File: config.mk
export PLATFORM = sky130hd
export DESIGN_NAME = pack_i64_stream
export DESIGN_NICKNAME = d
export VERILOG_FILES = /design/src/rtl/pack_i64_stream.sv
export SDC_FILE = /design/constraint.sdc
export NUM_CORES = 1
export LEC_CHECK = 0
export CAP_MARGIN = 20
export CELL_PAD_IN_SITES_DETAIL_PLACEMENT = 2
export CELL_PAD_IN_SITES_GLOBAL_PLACEMENT = 2
export CORE_MARGIN = 10
export CORE_UTILIZATION = 30
export CTS_BUF_LIST = sky130_fd_sc_hd__clkbuf_8
export CTS_CLUSTER_SIZE = 24
export DETAILED_ROUTE_END_ITERATION = 12
export GPL_TIMING_DRIVEN = 0
export PLACE_DENSITY_LB_ADDON = 0.1
export SLEW_MARGIN = 5
export SYNTH_ARGS = -nofsm -noshare
export SYNTH_HDL_FRONTEND = slang
export SYNTH_SLANG_ARGS = --single-unit
File: constraint.sdc
create_clock -name clk -period 2.4 [get_ports clk]
set_input_delay 0.48 -clock clk [delete_from_list [all_inputs] [get_ports clk]]
set_output_delay 0.48 -clock clk [all_outputs]
set_load 0.1 [all_outputs]
File: src/rtl/pack_i64_stream.sv
// pack_i64_stream: signed LEB128 encoder emitting one byte per cycle on a valid/ready stream.
// Optional macro PACK_I64_UNSIGNED_EN adds s_signed to pick unsigned LEB128 per sequence.
module pack_i64_stream #(
    parameter int W = 64
) (
    input  logic         clk,
    input  logic         rst_n,
    input  logic [W-1:0] s_data,
`ifdef PACK_I64_UNSIGNED_EN
    input  logic         s_signed,
`endif
    input  logic         s_valid,
    output logic         s_ready,
    output logic [7:0]   m_data,
    output logic         m_valid,
    input  logic         m_ready,
    output logic         m_last,
    output logic [3:0]   m_idx,
    output logic         busy
);

    localparam logic [0:0] ST_IDLE = 1'b0;
    localparam logic [0:0] ST_EMIT = 1'b1;

    // Value left to encode once the low 7 bits have been emitted.
    function automatic logic [W-1:0] f_rem(input logic [W-1:0] v, input logic sgn);
        logic [W-1:0] r;
        if (sgn) begin
            r = $unsigned($signed(v) >>> 7);
        end else begin
            r = v >> 7;
        end
        return r;
    endfunction

    // A byte is final when the remainder is pure sign (or zero) extension of what was sent.
    function automatic logic f_done(input logic [W-1:0] v, input logic sgn);
        logic [W-1:0] r;
        logic         d;
        r = f_rem(v, sgn);
        if (sgn) begin
            d = ((r == {W{1'b0}}) && !v[6]) || ((r == {W{1'b1}}) && v[6]);
        end else begin
            d = (r == {W{1'b0}});
        end
        return d;
    endfunction

    logic         sgn_in_s;
`ifdef PACK_I64_UNSIGNED_EN
    assign sgn_in_s = s_signed;
`else
    assign sgn_in_s = 1'b1;
`endif

    logic [0:0]   state_q, state_d;
    logic [W-1:0] v_q, v_d;
    logic         sgn_q, sgn_d;
    logic [7:0]   m_data_q, m_data_d;
    logic         m_valid_q, m_valid_d;
    logic         m_last_q, m_last_d;
    logic [3:0]   m_idx_q, m_idx_d;

    logic         accept_s;
    logic         adv_s;
    logic [W-1:0] rem_s;
    logic         rem_done_s;
    logic         load_done_s;

    assign s_ready     = (state_q == ST_IDLE) | (m_valid_q & m_ready & m_last_q);
    assign accept_s    = s_valid & s_ready;
    assign adv_s       = m_valid_q & m_ready;
    assign rem_s       = f_rem(v_q, sgn_q);
    assign rem_done_s  = f_done(rem_s, sgn_q);
    assign load_done_s = f_done(s_data, sgn_in_s);

    // Next-state: load a new integer, step to the next byte, or fall back to idle.
    always_comb begin
        state_d   = state_q;
        v_d       = v_q;
        sgn_d     = sgn_q;
        m_data_d  = m_data_q;
        m_valid_d = m_valid_q;
        m_last_d  = m_last_q;
        m_idx_d   = m_idx_q;
        if (accept_s) begin
            state_d   = ST_EMIT;
            v_d       = s_data;
            sgn_d     = sgn_in_s;
            m_data_d  = {~load_done_s, s_data[6:0]};
            m_valid_d = 1'b1;
            m_last_d  = load_done_s;
            m_idx_d   = 4'd0;
        end else if (adv_s) begin
            if (!m_last_q) begin
                v_d      = rem_s;
                m_data_d = {~rem_done_s, rem_s[6:0]};
                m_last_d = rem_done_s;
                m_idx_d  = m_idx_q + 4'd1;
            end else begin
                state_d   = ST_IDLE;
                m_valid_d = 1'b0;
            end
        end else begin
            state_d = state_q;
        end
    end

    // State and output registers.
    always_ff @(posedge clk or negedge rst_n) begin
        if (!rst_n) begin
            state_q   <= ST_IDLE;
            v_q       <= {W{1'b0}};
            sgn_q     <= 1'b1;
            m_data_q  <= 8'd0;
            m_valid_q <= 1'b0;
            m_last_q  <= 1'b0;
            m_idx_q   <= 4'd0;
        end else begin
            state_q   <= state_d;
            v_q       <= v_d;
            sgn_q     <= sgn_d;
            m_data_q  <= m_data_d;
            m_valid_q <= m_valid_d;
            m_last_q  <= m_last_d;
            m_idx_q   <= m_idx_d;
        end
    end

    assign m_data  = m_data_q;
    assign m_valid = m_valid_q;
    assign m_last  = m_last_q;
    assign m_idx   = m_idx_q;
    assign busy    = (state_q == ST_EMIT);

endmodule
* Word level (Yosys, flattened, before mapping)
Cells that the tools add are included.
W data, S select, Z words.
** Word-level totals
- Register bits after elaboration :: 78
- Bits of input ports :: 68
- Output and inout bits :: 16
- Logic and storage cells :: 48
** Operators by class
- $add $sub $neg :: 1
- Eq/ne operators :: 4
- Mux-type cells :: 15
- Bitwise gates (word level) :: 7
- Reduce and logical (&&, ||, !) cells :: 15
** Operator list (number)
- $eq A64 B64 Y1 const B :: 2
- $logic_not A64 Y1 :: 2
- $mux W63 :: 2
- $mux W64 :: 1
- $mux W8 :: 3
- $mux W4 :: 3
- $mux W1 :: 6
- $add A4 B1 Y4 const B :: 1
- $logic_and A1 B1 Y1 :: 4
- $reduce_and A2 Y1 :: 2
- $reduce_bool A2 Y1 :: 2
- $and A1 B1 Y1 :: 3
- $ne A3 B3 Y1 const B :: 1
- $not A1 Y1 :: 3
- $reduce_and A3 Y1 :: 1
- $logic_not A1 Y1 :: 2
- $logic_or A1 B1 Y1 :: 2
- $ne A2 B1 Y1 const B :: 1
- $or A1 B1 Y1 :: 1

* Longest topological paths before layout
- Word-level depth :: 7
- Depth in mapped cells :: 7
- Depth with buffers taken out :: 5

* Worst setup path before layout
Ideal clock, no wire load.
- Kind :: reg2reg
- From :: register m_last_q (netlist: m_last)
- To :: register m_idx_q[3] (netlist: m_idx[3])
- Library setup time :: 0.158 ns
- Data arrival time :: 2.655 ns
- Required time :: 2.242 ns
- Setup slack :: -0.413 ns
- Stages on the path, launching flop included :: 7
- Buffers on the path :: 2
- Period minus slack after synthesis :: 2.813 ns
- Cells stage by stage :: dfrtp_1 a21bo_1 and2_1 buf_2 buf_1 nand3b_1 o21ai_1
** Between the ends
- Longest elaborated chain between the ends :: 5
- Elaborated cells on any way between the ends :: 7
- Classes of those cells :: eq/ne: 1; mux: 1; bitwise: 3; reduce/logical: 2
** Ends and longest elaborated chain
- start: declaration :: line 61 : logic m_last_q, m_last_d;
- start signal: assignment :: line 125 : m_last_q <= m_last_d;
- $and A1 B1 Y1 (*) :: line 70 : assign s_ready = (state_q == ST_IDLE) | (m_valid_q & m_ready & m_last_q);
- $or A1 B1 Y1 (*) :: line 70
- net s_ready :: line 13 : output logic s_ready,
- $and A1 B1 Y1 (*) :: line 71 : assign accept_s = s_valid & s_ready;
- $ne A2 B1 Y1 (no source line) or $reduce_bool A2 Y1 (tied branches)
- $reduce_and A2 Y1 (no source line)
- end signal: assignment :: line 126 : m_idx_q <= m_idx_d;
- end: declaration :: line 62 : logic [3:0] m_idx_q, m_idx_d;
Mark *: on every way through the listed nets, which the timed path passes. The rest lies on a longest branch.
A chain may end at the register's enable or synchronous reset.

* Final worst setup path
- From :: register m_idx_q[3] (netlist: m_idx[3])
- To :: output m_idx[3]
** RTL lines
- end: declaration :: line 18 : output logic [3:0] m_idx,
No word-level cell between the ends.

==> results.tsv <==
metric	value	unit
die height	129	µm
Ports	84	
Via Count	3496	
slowest stage delay, CP	1.14	ns
H-tree depth	3	
FF/Latch Area	0.00178	mm²
Mapped Avg Cell Area	9.23	µm²
Tcrit/Tclk final	98.3	%
initial antenna violation count	0	
Synth cell types	33	
first-pass GRT wire length	22.4	mm
CP Capture Type	output pin	
max-cap violations	0	
WP data required	1.92	ns
endpoints failing hold	0	
clk_lat worst skew	0.36	ns
commonest non-fill, non-tap cell in the layout	nand2_1	
PwrDens	1080	mW/mm²
CTS max path bufs	2	
Clock Skew	0.0117	ns
fill count	1270	
Min-Delay Path Class	reg -> reg	
Initial Util	31.1	%
met2 routed WL	6.51	mm
Synth Register Bits	71	
Tmin final	2.36	ns
most frequent cells in the layout	101 x nand2_1, 74 x clkdlybuf4s50_1, 70 x dfrtp_1	
worst setup margin	0.0420	ns
Async SR Flop Fraction	100	%
DRT antenna net count	0	
Crit path buffers/inverters	1	
DP Wirelength	11.1	mm
actual slew at the worst max-slew pin	0.977	ns
Core ar.	0.0116	mm²
port buffer count	83	
CTS buffer count	9	
WHS	0.477	ns
largest net degree at the start of global routing	59	
Post-synth EDFFs	0	
startpoint types	register	
Tot GR Track Use	17.3	%
Arr. time, crit path	1.88	ns
die area	0.0167	mm²
Rows	39	
layout cells sized above 1	7.38	%
Peak VDD IR	0.336	mV
Post-Syn Area	0.00359	mm²
Placement Setup Slack	-0.509	ns
critical path's top delay family	buffers and inverters	
met1 WL	6.81	mm
sequential area share after synthesis	49.5	%
crit path cell chain	clkdlybuf4s50_1	
drt pass-1 iters	4	
multi-input logic area	0.00172	mm²
CTS tree	done	
Overall Power	5.22	mW
final wirelength	14.1	mm
ANT cells	0	
Leak	2.03	nW
via-per-instance ratio	5.54	
status	finished, final reports clean	
Iter 0 DRT Violations	217	
top sig layer	met4	
vias in the first global route	3938	
Die Wd	129	µm
syn_nets	458	
Post-Synthesis Cells	389	
Slowest-stage cell, CP	clkdlybuf4s50_1	
Main synth FF type	dfrtp_1	
Total Neg Setup Slack	0	ns
crit path kind	reg -> out	
grt total ovfl	0	
Area growth, synth to finish	33.9	%
Routed met3 length	558	µm
Sink Count	71	
f_max	424	MHz
fin. max-slew vios	0	
Synth Warn #	0	
Post-Layout Inst Area	0.00481	mm²
max_slew headroom	34.7	%
RSZ-0062 raised after global routing	false	
Placer Congestion	0.822	
Root Buffer	clkbuf_8	
Final setup viols	0	
number of remaining DRC errors	0	
placed instance area	0.00463	mm²
WL per Instance	22.3	µm
Reg clk slew, reported paths	0.08	ns
CP Max Fanout	3	
fin nets	554	
[final timing paths]
check / slack, ns / from / to / depth (start not counted)
hold reg to reg: 0.48 / m_data[5] / m_data[5] / 2
hold / removal: 0.48 / m_data[5] / m_data[5] / 2
setup reg to reg: 0.31 / m_last / v_q[23] / 6
setup / recovery: 0.04 / m_idx[3] / m_idx[3] / 1
min in group asynchronous: 0.51 / rst_n / m_valid / 2
max in group asynchronous: 1.33 / rst_n / v_q[24] / 3
[cell usage after synthesis, drive strengths merged (2+ instances only)]
library cell | count | area (µm²)
nand3 | 4 | 25.0
nor3 | 3 | 15.0
and2 | 2 | 12.5
nand2 | 102 | 390
buf | 14 | 63.8
a21oi | 9 | 45.0
or4 | 2 | 18.8
nand4 | 34 | 225
nor2 | 5 | 18.8
mux2i | 25 | 250
a22oi | 32 | 240
nor4 | 31 | 200
o21ai | 35 | 175
dfrtp | 71 | 1780
clkbuf | 9 | 33.8
[layer usage]
| layer | global-route usage, % | vias up |
|---|---|---|
| li1 | - | 1639 |
| met1 | 23.5 | 1776 |
| met2 | 27.2 | 67 |
| met3 | 3.10 | 14 |
| met4 | 5.62 | 0 |
| met5 | 0 | - |
[per-stage QoR]
step,util [%],instances
final,41.6,631
after global routing,41.6,631
after CTS,41.5,631
after detailed placement,40.1,616
after global placement,39.8,615
after floorplan,-,389
[registers in the layout, indices dropped and copies added (netlist names)]
register and flops:
m_valid 1, m_data 8, m_idx 4, v_q 57
m_last 1
[cell families after synthesis]
| family | Yosys count | synth area share (%) |
|---|---|---|
| adders and majority gates | 1 | 0.348 |
| buffers and inverters | 24 | 2.82 |
| xor gates and xnor gates | 1 | 0.244 |
| and+or+nand+nor | 187 | 26.0 |
| AOI/OAI and AO/OA | 79 | 13.8 |
| muxes | 26 | 7.28 |
| DFF | 71 | 49.5 |
[what timing repair did]
item,4_1_cts,5_1_grt
cloned,0,0
gates resized for setup,9,5
endpoints found under the hold margin,13,0
buffers inserted,0,0
hold buffers,1,0
endpoints found under the setup margin,7,11
[report_power, final]
| part | switching, mW | internal (mW) | total (mW) |
|---|---|---|---|
| sequential | 0.682 | 1.76 | 2.44 |
| clock | 0.464 | 0.412 | 0.876 |
| combinational | 1.26 | 0.645 | 1.90 |
[cell type report]
type,instances,area share [%]
plain buffers,23,2.11
clock buffers,11,3.15
multi-input cells,294,35.8
inverters,1,0.0780
clock inverters,3,0.260
repair buffers,85,17.9
flip-flops and latches,71,37.0
well taps,143,3.72
No activity file was read; power rests on OpenSTA's default activity.
